--- src/rtl/seg_display_mux_if.sv ---
// Bus between a result-word source and the seven-segment display driver.
// The source (master) drives words/selection/mode; the driver (slave) drives the pins.
interface seg_display_mux_if #(
  parameter int NUM_DIGITS = 8,
  parameter int WORD_W     = 16,
  parameter int NUM_WORDS  = 5
);
  logic [NUM_WORDS*WORD_W-1:0] words_i;
  logic [3:0]                  sel_i;
  logic                        mode_i;
  logic [NUM_DIGITS-1:0]       disp_an_o;
  logic [6:0]                  disp_seg_o;
  logic                        disp_dp_o;

  modport master (
    output words_i, sel_i, mode_i,
    input  disp_an_o, disp_seg_o, disp_dp_o
  );

  modport slave (
    input  words_i, sel_i, mode_i,
    output disp_an_o, disp_seg_o, disp_dp_o
  );
endinterface

--- src/rtl/seg_display_mux.sv ---
// Multiplexed common-anode seven-segment driver with per-frame word snapshot and auto-scroll.
// Optional macro SEG_LZ_BLANK_EN enables leading-zero suppression on the word digits.
module seg_display_mux #(
  parameter int NUM_DIGITS    = 8,
  parameter int WORD_W        = 16,
  parameter int NUM_WORDS     = 5,
  parameter int REFRESH_DIV   = 100000,
  parameter int SCROLL_FRAMES = 400
) (
  input  logic              clk_i,
  input  logic              rst_ni,
  seg_display_mux_if.slave  bus
);
  localparam int NIB = WORD_W / 4;
  localparam int DW  = $clog2(NUM_DIGITS);
  localparam int PW  = $clog2(REFRESH_DIV);
  localparam int FW  = $clog2(SCROLL_FRAMES + 1);
  localparam logic [DW-1:0] LAST_DIGIT = DW'(NUM_DIGITS - 1);
  localparam logic [PW-1:0] PRESC_MAX  = PW'(REFRESH_DIV - 1);
  localparam logic [FW-1:0] FRAME_MAX  = FW'(SCROLL_FRAMES - 1);
  localparam logic [3:0]    LAST_WORD  = 4'(NUM_WORDS - 1);

  function automatic logic [6:0] hex7(input logic [3:0] v);
    logic [6:0] s;
    case (v)
      4'h0: s = 7'h40;  4'h1: s = 7'h79;  4'h2: s = 7'h24;  4'h3: s = 7'h30;
      4'h4: s = 7'h19;  4'h5: s = 7'h12;  4'h6: s = 7'h02;  4'h7: s = 7'h78;
      4'h8: s = 7'h00;  4'h9: s = 7'h10;  4'hA: s = 7'h08;  4'hB: s = 7'h03;
      4'hC: s = 7'h46;  4'hD: s = 7'h21;  4'hE: s = 7'h06;  4'hF: s = 7'h0E;
      default: s = 7'h7F;
    endcase
    return s;
  endfunction

  logic [PW-1:0]         presc_r;
  logic [DW-1:0]         digit_r;
  logic                  started_r;
  logic [FW-1:0]         fcnt_r;
  logic [3:0]            idx_r;
  logic [WORD_W-1:0]     word_r;
  logic                  valid_r;
  logic                  mode_r;
  logic [NUM_DIGITS-1:0] an_r;
  logic [6:0]            seg_r;
  logic                  dp_r;

  logic                  tick_s;
  logic                  frame_start_s;
  logic [DW-1:0]         nd_s;
  logic [FW-1:0]         nfcnt_s;
  logic [3:0]            nidx_s;
  logic                  nmode_s;
  logic                  nvalid_s;
  logic [WORD_W-1:0]     word_mux_s;
  logic [WORD_W-1:0]     nword_s;
  logic [3:0]            nib_s;
  logic [6:0]            seg_s;

  assign tick_s = (presc_r == PRESC_MAX);
  // The very first tick after reset is a frame start, so digit 0 is shown first.
  assign frame_start_s = tick_s && (!started_r || (digit_r == LAST_DIGIT));
  assign nd_s = (!started_r || (digit_r == LAST_DIGIT)) ? '0 : digit_r + DW'(1);

  // Prescaler and digit scan counter.
  always_ff @(posedge clk_i or negedge rst_ni) begin
    if (!rst_ni) begin
      presc_r   <= '0;
      digit_r   <= '0;
      started_r <= 1'b0;
    end else if (tick_s) begin
      presc_r   <= '0;
      digit_r   <= nd_s;
      started_r <= 1'b1;
    end else begin
      presc_r   <= presc_r + PW'(1);
    end
  end

  // Next snapshot: index selection, scroll stepping and the word mux.
  always_comb begin
    nidx_s     = idx_r;
    nfcnt_s    = fcnt_r;
    nmode_s    = mode_r;
    word_mux_s = '0;
    if (frame_start_s) begin
      nmode_s = bus.mode_i;
      if (bus.mode_i) begin
        if (fcnt_r == FRAME_MAX) begin
          nfcnt_s = '0;
          nidx_s  = (idx_r >= LAST_WORD) ? 4'd0 : idx_r + 4'd1;
        end else begin
          nfcnt_s = fcnt_r + FW'(1);
        end
      end else begin
        nidx_s  = bus.sel_i;
        nfcnt_s = '0;
      end
    end else begin
      nidx_s = idx_r;
    end
    for (int k = 0; k < NUM_WORDS; k++) begin
      word_mux_s = (nidx_s == 4'(k)) ? bus.words_i[k*WORD_W +: WORD_W] : word_mux_s;
    end
    nvalid_s = frame_start_s ? (nidx_s <= LAST_WORD) : valid_r;
    nword_s  = frame_start_s ? word_mux_s : word_r;
  end

  // Snapshot registers, updated only at frame start.
  always_ff @(posedge clk_i or negedge rst_ni) begin
    if (!rst_ni) begin
      fcnt_r  <= '0;
      idx_r   <= 4'd0;
      word_r  <= '0;
      valid_r <= 1'b1;
      mode_r  <= 1'b0;
    end else if (frame_start_s) begin
      fcnt_r  <= nfcnt_s;
      idx_r   <= nidx_s;
      word_r  <= nword_s;
      valid_r <= nvalid_s;
      mode_r  <= nmode_s;
    end
  end

  // Segment pattern for the digit about to be shown, from the post-tick snapshot.
  always_comb begin
    nib_s = 4'h0;
    for (int i = 0; i < NIB; i++) begin
      nib_s = (nd_s == DW'(i)) ? nword_s[i*4 +: 4] : nib_s;
    end
    if (nd_s == LAST_DIGIT) begin
      seg_s = hex7(nidx_s);
    end else if (int'(nd_s) < NIB) begin
      if (!nvalid_s) begin
        seg_s = 7'h3F;
      end else begin
`ifdef SEG_LZ_BLANK_EN
        if ((nd_s != '0) && ((nword_s >> {nd_s, 2'b00}) == '0)) begin
          seg_s = 7'h7F;
        end else begin
          seg_s = hex7(nib_s);
        end
`else
        seg_s = hex7(nib_s);
`endif
      end
    end else begin
      seg_s = 7'h7F;
    end
  end

  // Output registers: anode, segments and dp all move together on each tick.
  always_ff @(posedge clk_i or negedge rst_ni) begin
    if (!rst_ni) begin
      an_r  <= '1;
      seg_r <= 7'h7F;
      dp_r  <= 1'b1;
    end else if (tick_s) begin
      an_r  <= ~(NUM_DIGITS'(1) << nd_s);
      seg_r <= seg_s;
      dp_r  <= !((nd_s == LAST_DIGIT) && nmode_s);
    end
  end

  assign bus.disp_an_o  = an_r;
  assign bus.disp_seg_o = seg_r;
  assign bus.disp_dp_o  = dp_r;
endmodule

--- src/flat_wrapper.sv ---
// flat-port wrapper written by rule: the top's interface ports become plain ports
module seg_display_mux_flat 
#(
  parameter int NUM_DIGITS    = 8,
  parameter int WORD_W        = 16,
  parameter int NUM_WORDS     = 5,
  parameter int REFRESH_DIV   = 100000,
  parameter int SCROLL_FRAMES = 400
)
  (clk_i, rst_ni, bus_words_i, bus_sel_i, bus_mode_i, bus_disp_an_o, bus_disp_seg_o, bus_disp_dp_o);
  seg_display_mux_if #(.NUM_DIGITS(NUM_DIGITS), .WORD_W(WORD_W), .NUM_WORDS(NUM_WORDS)) bus_i ();
  input  logic clk_i;
  input  logic rst_ni;
  input wire logic [$bits(bus_i.words_i)-1:0] bus_words_i;
  input wire logic [$bits(bus_i.sel_i)-1:0] bus_sel_i;
  input wire logic [$bits(bus_i.mode_i)-1:0] bus_mode_i;
  output wire logic [$bits(bus_i.disp_an_o)-1:0] bus_disp_an_o;
  output wire logic [$bits(bus_i.disp_seg_o)-1:0] bus_disp_seg_o;
  output wire logic [$bits(bus_i.disp_dp_o)-1:0] bus_disp_dp_o;
  assign bus_i.words_i = bus_words_i;
  assign bus_i.sel_i = bus_sel_i;
  assign bus_i.mode_i = bus_mode_i;
  assign bus_disp_an_o = bus_i.disp_an_o;
  assign bus_disp_seg_o = bus_i.disp_seg_o;
  assign bus_disp_dp_o = bus_i.disp_dp_o;
  seg_display_mux #(.NUM_DIGITS(NUM_DIGITS), .WORD_W(WORD_W), .NUM_WORDS(NUM_WORDS), .REFRESH_DIV(REFRESH_DIV), .SCROLL_FRAMES(SCROLL_FRAMES)) u_core (.clk_i(clk_i), .rst_ni(rst_ni), .bus(bus_i));
endmodule
--- config.mk ---
export PLATFORM = sky130hd
export DESIGN_NAME = seg_display_mux_flat
export DESIGN_NICKNAME = d
export VERILOG_FILES = /design/src/rtl/seg_display_mux_if.sv /design/src/rtl/seg_display_mux.sv /design/src/flat_wrapper.sv
export SDC_FILE = /design/constraint.sdc
export NUM_CORES = 1
export LEC_CHECK = 0
export ABC_AREA = 0
export CAP_MARGIN = 0
export CORE_MARGIN = 1.5
export CORE_UTILIZATION = 45
export CTS_BUF_LIST = sky130_fd_sc_hd__clkbuf_16
export CTS_CLUSTER_DIAMETER = 120
export DETAILED_ROUTE_END_ITERATION = 6
export PLACE_DENSITY = 0.72
export REMOVE_ABC_BUFFERS = 1
export SKIP_LAST_GASP = 1
export SYNTH_ARGS = -nofsm -noshare
export SYNTH_HDL_FRONTEND = slang
export SYNTH_SLANG_ARGS = --single-unit
--- constraint.sdc ---
create_clock -name clk_i -period 4.67 [get_ports clk_i]
set_clock_uncertainty 0.05 [all_clocks]
set_input_delay 0.934 -clock clk_i [delete_from_list [all_inputs] [get_ports clk_i]]
set_output_delay 0.934 -clock clk_i [all_outputs]
set_load 0.01 [all_outputs]
=== Word-level counts from Yosys, hierarchy flattened ===
Memory sizes are Yosys's and may differ from the RTL's.
Index checks and enable logic that the tools add are counted.

* Memories kept: 2
* Flip-flop bits (word level): 68
* Input bits: 87
* Logic and storage cells: 63
* Output and inout port bits: 16
* Bits in read-only memories: 224

* $lt $le $gt $ge: 3
* Multiplexer cells: 23
* Bitwise logic cells: 1
* Equal/unequal tests: 11
* Shift-type cells: 1
* Add/sub/neg operators: 4
* Reductions and logical operators: 7

{| class="wikitable"
|+ Memory list
! name !! words !! width !! rd ports !! clocked after memory_dff !! wr ports !! RTL line !! source
|-
| (name not given) || 16 || 7 || 1 || 0 || 0 || seg_display_mux.sv:25 || <nowiki>case (v)</nowiki>
|-
| (name not given) || 16 || 7 || 1 || 0 || 0 || seg_display_mux.sv:25 ||
|}

{| class="wikitable"
|+ Operator list
! kind !! count
|-
| $mux W16 || 6
|-
| $mux W4 || 8
|-
| $mux W7 || 3
|-
| $mux W9 || 2
|-
| $add A17 B1 Y17 const B || 1
|-
| $eq A17 B17 Y1 const B || 1
|-
| $mux W17 || 1
|-
| $add A9 B1 Y9 const B || 1
|-
| $eq A9 B9 Y1 const B || 1
|-
| $eq A4 B2 Y1 const B || 2
|-
| $not A8 Y8 || 1
|-
| $shl A1 B3 Y8 const A || 1
|-
| $eq A3 B2 Y1 const B || 2
|-
| $eq A3 B3 Y1 const B || 2
|-
| $add A4 B1 Y4 const B || 1
|-
| $eq A4 B1 Y1 const B || 1
|-
| $eq A4 B3 Y1 const B || 1
|-
| $ge A4 B3 Y1 const B || 1
|-
| $le A4 B3 Y1 const B || 1
|-
| $logic_not A4 Y1 || 1
|-
| $add A3 B1 Y3 const B || 1
|-
| $eq A3 B1 Y1 const B || 1
|-
| $logic_not A3 Y1 || 1
|-
| $lt A3 B3 Y1 const B || 1
|-
| 5 further kinds || 8
|}

=== Logic depth before layout (Yosys ltp) ===
An unclocked memory read counts as a cell.

* Word-level depth: 20
* Mapped depth: 22
* Gate-level depth less buffers: 19

=== Worst setup path before layout ===
OpenSTA, ideal clock, no wires.

* Path kind: input port to flip-flop
* Start point: in bus_mode_i
* End point: reg u_core.seg_r[2] (netlist: u_core.bus.disp_seg_o[2])
* Required time: 4.550 ns
* Arrival: 4.337 ns
* Setup time: 0.070 ns
* Stages on the path: 17
* Slack: 0.213 ns
* Path buffers: 2
* Path through: buf_2 > inv_1 > a21oi_1 > o31ai_1 > o21ai_2 > ha_1 > buf_2 > nor2b_1 > a22o_1 > o31ai_1 > mux2_2 > o21ai_1 > inv_1 > ha_1 > or3_1 > a31o_1 > o21ai_2

* Longest elaborated chain between the ends: 17
* Elaborated cells on any way between the ends: 24
* Classes of those cells: 1 x order compare; 4 x eq/ne; 16 x mux; 1 x reduce/logical; 2 x memory

{| class="wikitable"
|+ RTL lines
! element !! RTL line !! source
|-
| from (decl) || flat_wrapper.sv:16 || <nowiki>input wire logic [$bits(bus_i.mode_i)-1:0] bus_mode_i;</nowiki>
|-
| $mux W4 (*) || seg_display_mux.sv:87 || <nowiki>if (bus.mode_i) begin</nowiki>
|-
| $mux W4 (*) || seg_display_mux.sv:85 || <nowiki>if (frame_start_s) begin</nowiki>
|-
| named net u_core.nidx_s[0] || seg_display_mux.sv:51 || <nowiki>logic [3:0] nidx_s;</nowiki>
|-
| $logic_not A4 Y1 || seg_display_mux.sv:102 || <nowiki>word_mux_s = (nidx_s == 4'(k)) ? bus.words_i[k*WORD_W +: WORD_W] : word_mux_s;</nowiki>
|-
| $mux W16 (5 in series) || seg_display_mux.sv:102 ||
|-
| $mux W16 || seg_display_mux.sv:105 || <nowiki>nword_s = frame_start_s ? word_mux_s : word_r;</nowiki>
|-
| $mux W4 (4 in series) || seg_display_mux.sv:129 || <nowiki>nib_s = (nd_s == DW'(i)) ? nword_s[i*4 +: 4] : nib_s;</nowiki>
|-
| $mem_v2 Z16 W7 || -- ||
|-
| $mux W7 || seg_display_mux.sv:134 || <nowiki>if (!nvalid_s) begin</nowiki>
|-
| $mux W7 || seg_display_mux.sv:133 || <nowiki>end else if (int'(nd_s) < NIB) begin</nowiki>
|-
| $mux W7 (*) || seg_display_mux.sv:131 || <nowiki>if (nd_s == LAST_DIGIT) begin</nowiki>
|-
| to (signal assigned) || seg_display_mux.sv:160 || <nowiki>seg_r <= seg_s;</nowiki>
|-
| to (decl) || seg_display_mux.sv:44 || <nowiki>logic [6:0] seg_r;</nowiki>
|}

Mark *: on every way through the listed nets, which the timed path passes. The rest lies on a longest branch.
A chain may end at the register's enable or synchronous reset.

=== Worst setup path in the final report ===
* Start point: in bus_mode_i
* End point: reg u_core.seg_r[3] (netlist: u_core.bus.disp_seg_o[3])

The elaborated chain is that of the path after synthesis.

==> reports/results.ini <==
[outcome]
outcome = completed

[power]
power_density_nw_per_um2 = 237
leakage_nw = 2.67
combPwrFrac = 0.127
netSwitchingFraction = 0.227
pwr-share-clk = 0.476
seq_power_share = 0.397
power.total_mw = 1.50
p_int_mw = 1.16
irDropWorstVdd_v = 0.000170
switchingPower_uw = 341

[detailed_routing]
wire_per_inst_um = 17.3
postRouteAntennaNets = 0
firstDrtPassIters = 5
dr.first_iter.drc_count = 384
wirelength_mm = 13.8
drc = 0
num_vias = 4695
via_per_inst = 5.88

[timing]
setup_tns_ns = 0
max_slew_margin = 0.419
tightestPinTransition_ns = 0.871
rsz0062_at_grt = false
post-route-period-util = 0.916
setup_viol = 0
slew_viol_final = 0
finalHoldViolCount = 0
period_needed_ns = 4.28
fmax_mhz = 234

[place]
port_buffers = 102
place_hpwl_mm = 10.8
placed_cell_area_um2 = 6020
gp_congestion = 1.00

[min_path]
min_path_type = reg -> reg

[critical_path]
crit_path_start_kind = primary input
worstSetupPathType = in -> reg
crit_path_frequent_cell = inv_1
r2r_slack_ns = 0.40
path_cells = clkdlybuf4s50_1 > inv_1 > a21oi_1 > o31ai_1 > o21ai_2 > inv_1 > ha_1 > buf_4 > a221oi_1 > o31ai_1 > nand3_1 > a31oi_1 > a21bo_2 > inv_1 > ha_1 > o21ai_0 > o21a_1 > mux2i_1 > a21oi_1
cp-end-kind = register
critical_path_required_ns = 4.88
arrival_ns = 4.49
path_buf_inv = 5
path_max_fanout = 8
crit_slowest_cell = clkdlybuf4s50_1
max_stage_delay_ns = 0.43
cp_top_family = compound AO/OA/AOI/OAI gates

[clock_network]
cts_tree = done
clock_sinks = 68
cts_buffers = 9
clk_pin_slew_worst_paths_ns = 0.05
post_cts_buffers = 0
htree_num_levels = 3
root_buffer = clkbuf_16
ctsLongestPathBuffers = 2
ctsResizeCount = 0
hold_buffers = 0
clk_latency_ns = 0.34

[yosys]
avgSynthCellArea_um2 = 8.72
ys_top_cells_by_count = nand2_1 (63), dfrtp_1 (51), o21ai_0 (48)
netlist_instances = 547
synth_ff_type = dfrtp_1
yosysWarningCount = 0
synth.most_common_cell = nand2_1
yosys.area.top_type_share = 0.268
synth_area_um2 = 4770
synth.area.top_cells = dfrtp_1 (27%), dfstp_2 (9.4%), o21ai_0 (5.0%), nand2_1 (5.0%), ha_1 (4.7%)
synth_edf_count = 0
synth.distinct_cells = 80
ys_async_sr_fraction = 1.00
yosysSeqAreaShare = 0.361
synth_seq_cells = 68
yosysTopAreaCell = dfrtp_1

[floorplanning]
initial_core_util = 0.462
core_um2 = 10300
io_pins = 103
rows = 37
die_h_um = 106
die_x_um = 106
die_area_um2 = 11200

[grt]
grt.overflow.total = 0
grt_pass1_wl_mm = 22.8
grt_start_max_net_pins = 39
grt_pass1_vias = 4612
grt_antenna_before_repair = 0
grt_util_all_layers = 0.260

[finish]
area_delta_synth_final_pct = 32.8
drive_gt1_frac = 0.139
antennaDiodeCount = 0
final_cell_area_um2 = 6340
nNetsFinal = 763

[flow_run]
cap_violations = 0

-- routing by layer --
layer / global-route usage / routed length, um / up-vias
li1: - / - / 2231
met1: 0.321 / 5840 / 2208
met2: 0.433 / 6580 / 214
met3: 0.0595 / 930 / 42
met4: 0.119 / 500 / 0
met5: 0 / 0 / -
-- cells in the final DEF, fill, tap and decap left out, types with 6 or more instances in the layout --
cell	n
o221ai_1	6
mux2i_1	7
o31ai_1	9
clkdlybuf4s50_1	101
nor2b_1	11
xnor2_1	7
clkbuf_16	9
a21oi_1	38
nand2_1	63
o21ai_1	10
a31oi_1	6
and3_1	12
o21ai_0	48
buf_4	27
a22oi_1	19
nand3_1	23
dfstp_2	17
inv_1	14
nor2_1	39
xor2_1	7
dfrtp_1	50
nand2b_1	8
ha_1	18
nor3_1	8
-- cells by family (layout without fill, tap and decap cells) --
group           count (synthesis)  count (layout)  share of synthesized area
flops                          68              68                      0.361
compound gates                184             184                      0.254
xor+xnor                       14              14                     0.0257
simple gates                  210             210                      0.251
buf+inv                        43             159                     0.0391
mux                            10              10                     0.0218
fa+ha+maj                      18              18                     0.0472
-- power by group through the flow --
| stage | logic (mW) | clock network, mW | registers, mW |
|---|---|---|---|
| floorplan | 0.0715 | 0 | 0.606 |
| global placement | 0.188 | 0 | 0.606 |
| detailed placement | 0.191 | 0 | 0.606 |
| CTS | 0.191 | 0.732 | 0.596 |
| global route | 0.209 | 0.754 | 0.596 |
| finish | 0.191 | 0.715 | 0.597 |
-- metrics by stage --
step	std cells	setup WS, ns	utilization	hold slack [ns]
6_report	799	0.394	0.614	0.403
5_1_grt	799	0.0463	0.614	0.431
2_1_floorplan	518	-0.372	-	0.385
3_5_place_dp	783	0.0690	0.584	0.399
3_3_place_gp	783	0.262	0.584	0.396
4_1_cts	799	0.277	0.614	0.407
-- registers in the layout, summed over array words and instances, names as in the netlist --
name and flops:
u_core.fcnt_r 9, u_core.bus.disp_dp_o 1, u_core.bus.disp_an_o 8, u_core.presc_r 17
u_core.started_r 1, u_core.digit_r 3, u_core.valid_r 1, u_core.mode_r 1
u_core.word_r 16, u_core.idx_r 4, u_core.bus.disp_seg_o 7
-- worst paths after layout --
path                                              start                  endpoint  cells after the start
max in group asynchronous                        rst_ni  u_core.bus.disp_seg_o[4]                      2
worst max-delay path                         bus_mode_i  u_core.bus.disp_seg_o[3]                     19
worst min-delay path            u_core.bus.disp_an_o[3]   u_core.bus.disp_an_o[3]                      2
worst max register to register         u_core.fcnt_r[0]  u_core.bus.disp_seg_o[3]                     19
min in group asynchronous                        rst_ni          u_core.fcnt_r[6]                      1
worst min register to register  u_core.bus.disp_an_o[3]   u_core.bus.disp_an_o[3]                      2
-- worst reg2reg max path: stages, from the launching register on --
cell	delay [ns]
dfrtp_1	0.42
ha_1	0.25
and4b_1	0.35
a21oi_1	0.16
o31ai_1	0.38
o21ai_2	0.10
inv_1	0.13
ha_1	0.29
buf_4	0.19
a221oi_1	0.08
o31ai_1	0.32
nand3_1	0.11
a31oi_1	0.24
a21bo_2	0.25
inv_1	0.11
ha_1	0.30
o21ai_0	0.10
o21a_1	0.15
mux2i_1	0.06
a21oi_1	0.15
-- layout make-up --
type / instances / area, um^2
timing repair buffer: 129 / 1220
fill: 891 / 3990
multi-input combinational: 436 / 2860
clock inverter: 7 / 85.1
sequential: 68 / 1720
inverter: 14 / 52.6
tap: 136 / 170
clock buffer: 9 / 225
Note: power is estimated with default switching activity, not from simulation.
